## config.mk

```make
export PLATFORM = sky130hd
export DESIGN_NAME = uart_tx_scheduler
export DESIGN_NICKNAME = d
export VERILOG_FILES = /design/src/rtl/uart_tx_sched_pkg.sv /design/src/rtl/uart_tx_scheduler_arb.sv /design/src/rtl/uart_tx_scheduler.sv
export SDC_FILE = /design/constraint.sdc
export NUM_CORES = 1
export LEC_CHECK = 0
export CAP_MARGIN = 20
export CELL_PAD_IN_SITES_DETAIL_PLACEMENT = 1
export CELL_PAD_IN_SITES_GLOBAL_PLACEMENT = 1
export CORE_ASPECT_RATIO = 0.75
export CORE_MARGIN = 2
export CORE_UTILIZATION = 36
export CTS_BUF_LIST = sky130_fd_sc_hd__clkbuf_4 sky130_fd_sc_hd__clkbuf_8 sky130_fd_sc_hd__clkbuf_16
export DETAILED_ROUTE_END_ITERATION = 12
export PLACE_DENSITY_LB_ADDON = 0.1
export SYNTH_ARGS = -nofsm -noshare
export SYNTH_HDL_FRONTEND = slang
export SYNTH_SLANG_ARGS = --single-unit
```

## constraint.sdc

```tcl
create_clock -name CLK -period 1.95 [get_ports CLK]
set_input_delay 0.4875 -clock CLK [delete_from_list [all_inputs] [get_ports CLK]]
set_output_delay 0.4875 -clock CLK [all_outputs]
set_load 0.005 [all_outputs]
```

## src/rtl/uart_tx_sched_pkg.sv

```systemverilog
// Shared types and constants for the UART TX scheduler.
// Optional build macro: TX_SCHED_GAP_EN adds the inter-byte GAP state.
package uart_tx_sched_pkg;

    // Scheduler state encoding
    localparam int STATE_W = 3;

    typedef enum logic [STATE_W-1:0] {
        ST_IDLE      = 3'd0,
        ST_ISSUE     = 3'd1,
        ST_WAIT_ACK  = 3'd2,
        ST_WAIT_DONE = 3'd3
`ifdef TX_SCHED_GAP_EN
        ,
        ST_GAP       = 3'd4
`endif
    } sched_state_e;

    // Requester indices into the arbiter request/grant vectors
    localparam int REQ_ALU = 0;
    localparam int REQ_REG = 1;

    // Bytes carried per frame by each requester
    localparam logic [1:0] ALU_BYTES = 2'd2;
    localparam logic [1:0] REG_BYTES = 2'd1;

endpackage

```

## src/rtl/uart_tx_scheduler_arb.sv

```systemverilog
// rr_arbiter2: two-way round-robin arbiter. The requester that did not win
// the last accepted grant has priority on a tie; last_grant only moves when
// the winner's transfer is actually accepted.
module rr_arbiter2 (
    input  logic       CLK,
    input  logic       RST,
    input  logic [1:0] req,
    input  logic       update,
    output logic [1:0] grant
);

    logic last_grant;

    // Grant the lone requester, or on a tie the one not served last
    always_comb begin
        grant[0] = req[0] & (~req[1] | last_grant);
        grant[1] = req[1] & (~req[0] | ~last_grant);
    end

    // Remember who was served; reset favours requester 0 on the first tie
    // NOTE: clocked state uses non-blocking assignments so every flop samples
    // pre-edge values regardless of block evaluation order.
    always_ff @(posedge CLK or negedge RST) begin
        if (!RST) begin
            last_grant <= 1'b1;
        end else if (update) begin
            last_grant <= grant[1];
        end
    end

endmodule

```

## src/rtl/uart_tx_scheduler.sv

```systemverilog
// uart_tx_scheduler: shares one UART transmitter between the ALU (two-byte
// results, low byte first) and the register file (single byte). Arbitrates
// round-robin, issues each byte as a one-cycle strobe, waits for the UART
// busy flag to rise then fall, and aborts a frame whose busy never rises.
// Optional build macro: TX_SCHED_GAP_EN inserts GAP_CYCLES idle cycles after
// every byte.
module uart_tx_scheduler
    import uart_tx_sched_pkg::*;
#(
    parameter int DATA_WIDTH   = 8,
    parameter int BUSY_TIMEOUT = 15,
    parameter int GAP_CYCLES   = 4
) (
    input  logic                    CLK,
    input  logic                    RST,
    input  logic                    REQ0_Valid,
    input  logic [2*DATA_WIDTH-1:0] REQ0_Data,
    output logic                    REQ0_Ready,
    input  logic                    REQ1_Valid,
    input  logic [DATA_WIDTH-1:0]   REQ1_Data,
    output logic                    REQ1_Ready,
    input  logic                    TX_Busy,
    output logic [DATA_WIDTH-1:0]   TX_P_DATA,
    output logic                    TX_Data_Valid,
    output logic                    Sched_Active,
    output logic                    Timeout_Err
);

    // One counter serves both the busy-rise timeout and the optional gap
    localparam int CNT_MAX = (BUSY_TIMEOUT > GAP_CYCLES) ? BUSY_TIMEOUT : GAP_CYCLES;
    localparam int CNT_W   = $clog2(CNT_MAX) + 1;
    localparam logic [CNT_W-1:0] CNT_ONE      = CNT_W'(1);
    localparam logic [CNT_W-1:0] TIMEOUT_LAST = CNT_W'(BUSY_TIMEOUT - 1);
`ifdef TX_SCHED_GAP_EN
    localparam logic [CNT_W-1:0] GAP_LAST     = CNT_W'(GAP_CYCLES - 1);
`endif

    sched_state_e              state_q, state_d;
    logic [2*DATA_WIDTH-1:0]   data_q, data_d;
    logic [1:0]                bytes_q, bytes_d;
    logic [CNT_W-1:0]          cnt_q, cnt_d;
    logic                      terr_q, terr_d;
    logic [1:0]                grant;
    logic                      arb_update;

    rr_arbiter2 u_arb (
        .CLK    (CLK),
        .RST    (RST),
        .req    ({REQ1_Valid, REQ0_Valid}),
        .update (arb_update),
        .grant  (grant)
    );

    // The UART samples the low byte of the shift register for the whole frame
    assign TX_P_DATA   = data_q[DATA_WIDTH-1:0];
    assign Timeout_Err = terr_q;

    // Next-state, datapath and output decode for the scheduler FSM
    // NOTE: every signal written here gets a default first so no path leaves
    // it unassigned, which would otherwise infer a latch.
    always_comb begin
        state_d    = state_q;
        data_d     = data_q;
        bytes_d    = bytes_q;
        cnt_d      = cnt_q;
        terr_d     = 1'b0;

        REQ0_Ready    = grant[REQ_ALU] & (state_q == ST_IDLE) & ~TX_Busy;
        REQ1_Ready    = grant[REQ_REG] & (state_q == ST_IDLE) & ~TX_Busy;
        arb_update    = (REQ0_Valid & REQ0_Ready) | (REQ1_Valid & REQ1_Ready);
        TX_Data_Valid = (state_q == ST_ISSUE);
        Sched_Active  = (state_q != ST_IDLE);

        case (state_q)
            ST_IDLE: begin
                if (REQ0_Valid & REQ0_Ready) begin
                    data_d  = REQ0_Data;
                    bytes_d = ALU_BYTES;
                    state_d = ST_ISSUE;
                end else if (REQ1_Valid & REQ1_Ready) begin
                    data_d  = {{DATA_WIDTH{1'b0}}, REQ1_Data};
                    bytes_d = REG_BYTES;
                    state_d = ST_ISSUE;
                end
            end

            ST_ISSUE: begin
                cnt_d   = '0;
                state_d = ST_WAIT_ACK;
            end

            ST_WAIT_ACK: begin
                if (TX_Busy) begin
                    state_d = ST_WAIT_DONE;
                end else if (cnt_q == TIMEOUT_LAST) begin
                    // UART never acknowledged: abandon the rest of the frame
                    terr_d  = 1'b1;
                    bytes_d = '0;
                    state_d = ST_IDLE;
                end else begin
                    cnt_d = cnt_q + CNT_ONE;
                end
            end

            ST_WAIT_DONE: begin
                // No timeout here: frame length depends on baud and parity
                if (!TX_Busy) begin
                    if (bytes_q > 2'd1) begin
                        data_d  = data_q >> DATA_WIDTH;
                        bytes_d = bytes_q - 2'd1;
                    end else begin
                        bytes_d = '0;
                    end
`ifdef TX_SCHED_GAP_EN
                    cnt_d   = '0;
                    state_d = ST_GAP;
`else
                    state_d = (bytes_q > 2'd1) ? ST_ISSUE : ST_IDLE;
`endif
                end
            end

`ifdef TX_SCHED_GAP_EN
            ST_GAP: begin
                if (cnt_q == GAP_LAST) begin
                    state_d = (bytes_q != 2'd0) ? ST_ISSUE : ST_IDLE;
                end else begin
                    cnt_d = cnt_q + CNT_ONE;
                end
            end
`endif

            default: begin
                state_d = ST_IDLE;
            end
        endcase
    end

    // State and datapath registers
    // NOTE: the capture register is reset too, because TX_P_DATA is driven
    // straight from it and must read zero while in reset.
    always_ff @(posedge CLK or negedge RST) begin
        if (!RST) begin
            state_q <= ST_IDLE;
            data_q  <= '0;
            bytes_q <= '0;
            cnt_q   <= '0;
            terr_q  <= 1'b0;
        end else begin
            state_q <= state_d;
            data_q  <= data_d;
            bytes_q <= bytes_d;
            cnt_q   <= cnt_d;
            terr_q  <= terr_d;
        end
    end

endmodule

```

# Word-level counts from Yosys, hierarchy flattened
# Cells that the tools add are included.
[totals]
ff_bits = 28
latch_bits = 0
mem_bits_rw = 0
romBits = 0
input_bits = 29
output_inout_bits = 13
wordCells = 69
memories = 0
[classes]
addsub = 2
mul = 0
div_mod_pow = 0
magnitude_cmp = 1
eq_ne = 11
shifts = 0
n_mux = 25
bitwise = 15
n_reduce_logical = 9
[op_table]
columns = ["operator", "count"]
rows = [
  ["16-bit two-way mux", 4],
  ["16-bit case mux with 2 select lines", 1],
  ["3-bit two-way mux", 5],
  ["2-bit two-way mux", 6],
  ["3-bit case mux with 4 select lines", 1],
  ["5-bit two-way mux", 2],
  ["2-bit != test (second input constant)", 5],
  ["5-bit case mux with 2 select lines", 1],
  ["1-bit AND", 8],
  ["3-bit by 2-bit equality test with 1-bit output (second input constant)", 2],
  ["2-bit case mux with 3 select lines", 1],
  ["3-bit AND reduction", 2],
  ["3-bit nonzero test", 2],
  ["5-bit by 1-bit adder with 5-bit output (second input constant)", 1],
  ["5-bit by 4-bit equality test with 1-bit output (second input constant)", 1],
  ["5-bit AND reduction", 1],
  ["1-bit two-way mux", 4],
  ["1-bit NOT", 4],
  ["4-bit AND reduction", 1],
  ["2-bit nonzero test", 2],
  ["3-bit by 1-bit equality test with 1-bit output (second input constant)", 1],
  ["3-bit logical NOT", 1],
  ["3-bit by 1-bit != test with 1-bit output (second input constant)", 1],
  ["3-bit != test (second input constant)", 1],
  ["3 further kinds", 5],
]

# Depth between registers and ports, before layout
[depth]
depth_word = 9
ltp_mapped = 8
ltp_nobuf = 7

# Cells and area by module
# From an unflattened synthesis, not the netlist that was laid out.
[hier_totals]
cells_unflattened = 142
area_unflattened_um2 = 1519.0
[by_module_without_submodules]
columns = ["module", "instances", "cells_each", "area_each_um2", "seq_area_each_um2"]
rows = [
  ["uart_tx_scheduler", 1, 137, 1455.1, 650.6],
  ["rr_arbiter2", 1, 5, 63.8, 26.3],
]

# Least setup slack after synthesis
# OpenSTA, ideal clock, no wires.
[synth_timing]
kind = "reg-to-output"
startpoint = "reg state_q[0]"
endpoint = "out REQ0_Ready"
t_arrival_ns = 1.244
required_ns = 1.462
setup_slack_ns = 0.219
stages_incl_launch_ff = 7
path_buffers = 1
cell_sequence = "dfrtp_1 -> inv_1 -> ha_1 -> nor2b_1 -> nand3_1 -> buf_2 -> inv_1"
[synth_between]
elab_chain_len = 3
[synth_lines]
columns = ["item", "line", "source"]
rows = [
  ["start: declaration", "uart_tx_scheduler.sv:38", "sched_state_e state_q, state_d;"],
  ["start signal: assignment", "uart_tx_scheduler.sv:150", "state_q <= state_d;"],
  ["3-bit logical NOT", "uart_tx_scheduler.sv:68", "REQ0_Ready = grant[REQ_ALU] & (state_q == ST_IDLE) & ~TX_Busy;"],
  ["1-bit AND (2 in series)", "uart_tx_scheduler.sv:68", ""],
  ["end: declaration", "uart_tx_scheduler.sv:18", "output logic REQ0_Ready,"],
]
# No other way between the ends.

# Worst setup path after layout
[layout_timing]
startpoint = "reg state_q[1]"
endpoint = "out REQ1_Ready"
[layout_between]
elab_chain_len = 3
[layout_lines]
columns = ["item", "line", "source"]
rows = [
  ["3-bit logical NOT", "uart_tx_scheduler.sv:69", "REQ1_Ready = grant[REQ_REG] & (state_q == ST_IDLE) & ~TX_Busy;"],
  ["1-bit AND (2 in series)", "uart_tx_scheduler.sv:69", ""],
  ["end: declaration", "uart_tx_scheduler.sv:21", "output logic REQ1_Ready,"],
]
# No other way between the ends.

==> run_results.csv <==
group,metric,value,unit
synth,synth.area.top_cells,"sky130_fd_sc_hd__dfrtp_1 43%, sky130_fd_sc_hd__o211ai_2 6.6%, sky130_fd_sc_hd__mux2i_1 6.0%, sky130_fd_sc_hd__ha_1 5.0%, sky130_fd_sc_hd__a22o_1 4.6%",
critical_path,critical_path.cell_chain,"inv_2 -> ha_4 -> nor2b_4 -> nand2_2 -> a21oi_2 -> buf_2",
final_layout,num-fill-cells,447,
power,max_ir_drop_vdd,0.647,mV
timing,maxSlewViolCount,0,
clock_network,cts_hold_buf,0,
final_layout,mostFrequentLayoutCell,"sky130_fd_sc_hd__clkdlybuf4s50_1",
clock_network,cts_tree,"done",
floorplanning,initial_core_utilization,0.373,
timing,sum_neg_setup_slack,0,ns
timing,layout_min_cycle_time,1.86,ns
job,max-cap-violations,0,
critical_path,critPathCaptureType,"output port",
final_layout,commonest_cells_after_routing_fill_and_taps_aside,"35 x sky130_fd_sc_hd__clkdlybuf4s50_1, 26 x sky130_fd_sc_hd__dfrtp_1, 15 x sky130_fd_sc_hd__nand2_1, 15 x sky130_fd_sc_hd__buf_4, 12 x sky130_fd_sc_hd__nand3_1",
synth,netlist_area,1510,µm²
synth,synth.net_count,178,
global_route,antenna_found_initial,0,
synth,synthDominantCellAreaShare,0.430,
timing,final.setup_skew,0.00341,ns
placed_design,placement.io_buffers,41,
global_route,grt_first_pass_wirelength,6.65,mm
route,remaining_drc_errors,0,
clock_network,clockRootBuffer,"sky130_fd_sc_hd__clkbuf_8",
critical_path,timing.critical_path.arrival,1.38,ns
power,p_per_area,1350,nW/µm²
route,drt_first_iter_violations,53,
synth,synthCells,143,
synth,ys_seq_area_frac,0.447,
critical_path,critPathLaunchType,"register",
synth,ys.warnings.count,0,
final_layout,layout.nets,227,
power,p_leak,0.980,nW
route,drt-pass1-iter-count,4,
synth,synth-async-reset-ratio,1.00,
route,routed-via-count,1265,
placed_design,gpl.final_weighted_congestion,0.722,
final_layout,layout_cells_sized_above_1,0.225,
global_route,grt_remaining_overflow,0,
floorplanning,io_pins,42,
final_layout,stdcell_count,246,
global_route,first_global_vias,1338,
route,wire_per_inst,16.2,µm
global_route,grt_max_degree,28,
final_layout,area_growth,39.0,%
route,drt-vias-per-instance,5.14,
floorplanning,die_width,78.9,µm
timing,fin_crit_share,0.956,
floorplanning,fp.dieArea,4750,µm²
clock_network,clk_path_buf_depth,2,
timing,achievable-frequency,537,MHz
synth,synthesis.area_per_instance,10.6,µm²
synth,synthDominantAreaCellType,"sky130_fd_sc_hd__dfrtp_1",
critical_path,crit_path_max_fanout,2,
synth,synth-main-ff-cell,"sky130_fd_sc_hd__dfrtp_1",
timing,rsz0062_at_grt,"no",
critical_path,required,1.46,ns
timing,finalHoldViolCount,0,
floorplanning,core,4050,µm²
synth,post_synth_num_cell_types,34,
synth,ys_ff_latch,27,
worst_hold_path,min_path_type,"reg2reg",
critical_path,critical-path-top-delay-family,"flip-flops",
placed_design,placed_cells,242,
clock_network,clkLatencyLatePin,0.28,ns
clock_network,cts.sink_count,27,
critical_path,worst-setup-path-type,"reg2out",
final_layout,multiInputGateArea,759,µm²
final_layout,ff_latch_area,677,µm²
clock_network,cts_buffers,3,
timing,slew_headroom,0.740,
placed_design,dp.final_hpwl,2.96,mm
timing,timing.final.setup_violations,0,
synth,synth_edf_count,0,
final_layout,insertedDiodeCount,0,
critical_path,critical_path_slowest_stage_cell,"sky130_fd_sc_hd__dfrtp_1",
timing,worstMarginPinSlew,0.390,ns
global_route,total_routing_usage_reported_by_global_routing,0.187,
floorplanning,floorplan.rows,20,
route,antenna_left,0,
floorplanning,die_height,60.2,µm
run_status,outcome,"finished, final reports clean",
clock_network,cts.reportedPaths.clkPinSlew,0.10,ns
critical_path,critical_path_s_largest_stage_delay,0.40,ns
clock_network,h-tree-depth,1,
critical_path,timing.critical_path.buf_inv,2,
route,routed_wl,3.98,mm
clock_network,cts_setup_buffers,0,
## state kept, by name, summed over array words and instances, names as in the netlist
name,count
cnt_q,5
Timeout_Err,1
u_arb.last_grant,1
state_q,2
data_q,16
bytes_q,2
## worst min-delay path: stages (launching register included)
cell and delay (ns):
sky130_fd_sc_hd__dfrtp_1 0.35, sky130_fd_sc_hd__nand2_1 0.06, sky130_fd_sc_hd__o211ai_2 0.05
## repair_timing
item / 4_1_cts / 5_1_grt
gates resized for setup: 18 / 5
pin swaps: 0 / 1
endpoints found under the setup margin: 6 / 10
## metrics by stage
step                worst slack, ns  utilization  hold slack, ns  cell area [µm²]  power [W]
finish                       0.0866        0.519           0.494             2100    0.00285
global route                0.00132        0.519           0.530             2100    0.00308
CTS                          0.0182        0.517           0.499             2090    0.00284
detailed placement           -0.383        0.502           0.474             2030    0.00249
global placement             -0.388        0.502           0.470             2030    0.00242
floorplan                     0.219            -           0.192             1510    0.00188
## path summary, 6_finish.rpt
check / from / depth (start not counted) / slack, ns / endpoint
min in group asynchronous: RST / 2 / 0.58 / Timeout_Err$_DFF_PN0_
worst min register to register: data_q[0]$_DFFE_PN0P_ / 2 / 0.49 / data_q[0]$_DFFE_PN0P_
worst max register to register: state_q[0]$_DFFE_PN0P_ / 7 / 0.12 / data_q[1]$_DFFE_PN0P_
worst max-delay path: state_q[1]$_DFFE_PN0P_ / 6 / 0.09 / REQ1_Ready
worst min-delay path: data_q[0]$_DFFE_PN0P_ / 2 / 0.49 / data_q[0]$_DFFE_PN0P_
max in group asynchronous: RST / 2 / 1.05 / u_arb.last_grant$_DFFE_PN1P_
## metal layers
layer | part of all wire | GRT usage | vias to the layer above
li1 | - | - | 601
met1 | 0.46 | 0.234 | 628
met2 | 0.48 | 0.338 | 31
met3 | 0.047 | 0.0378 | 5
met4 | 0.0085 | 0.0443 | 0
met5 | 0 | 0 | -
## power by group
group | switching (W) | internal (W) | leakage [nW] | total, W
Clock | 0.000186 | 0.000145 | 0.0217 | 0.000331
Sequential | 0.000142 | 0.000796 | 0.351 | 0.000937
Combinational | 0.000736 | 0.000844 | 0.608 | 0.00158
## logic make-up (layout without fill, tap and decap cells)
group           Yosys count  in the layout  share of synthesized area
flops                    27             27                      0.447
fa+ha+maj                 6              6                     0.0496
mux                      11             11                     0.0744
buf+inv                  19             67                     0.0752
compound gates           33             33                      0.199
xor+xnor                  2              2                     0.0116
simple gates             45             45                      0.143
## Yosys cell counts, types with 2 or more instances
library cell                 n
sky130_fd_sc_hd__o2bb2ai_1   2
sky130_fd_sc_hd__dfrtp_1    26
sky130_fd_sc_hd__o21ai_0     2
sky130_fd_sc_hd__nand2b_1    5
sky130_fd_sc_hd__a22o_1      8
sky130_fd_sc_hd__a21o_1      2
sky130_fd_sc_hd__nor3_1      2
sky130_fd_sc_hd__ha_1        6
sky130_fd_sc_hd__nor2b_1     2
sky130_fd_sc_hd__mux2i_1     9
sky130_fd_sc_hd__nor2_1      5
sky130_fd_sc_hd__buf_4       9
sky130_fd_sc_hd__a21oi_1     4
sky130_fd_sc_hd__o211ai_2    8
sky130_fd_sc_hd__xnor2_1     2
sky130_fd_sc_hd__inv_1       6
sky130_fd_sc_hd__nand2_1    16
sky130_fd_sc_hd__nand3_1    13
## area by class of cell
| cell class | instances | area share |
|---|---|---|
| Clock buffer | 3 | 0.0196 |
| Clock inverter | 1 | 0.00357 |
| Timing Repair Buffer | 57 | 0.251 |
| Multi-Input combinational cell | 97 | 0.361 |
| Tap cell | 55 | 0.0327 |
| Inverter | 6 | 0.0107 |
| Sequential cell | 27 | 0.322 |
Note: power is estimated with default switching activity, not from simulation.
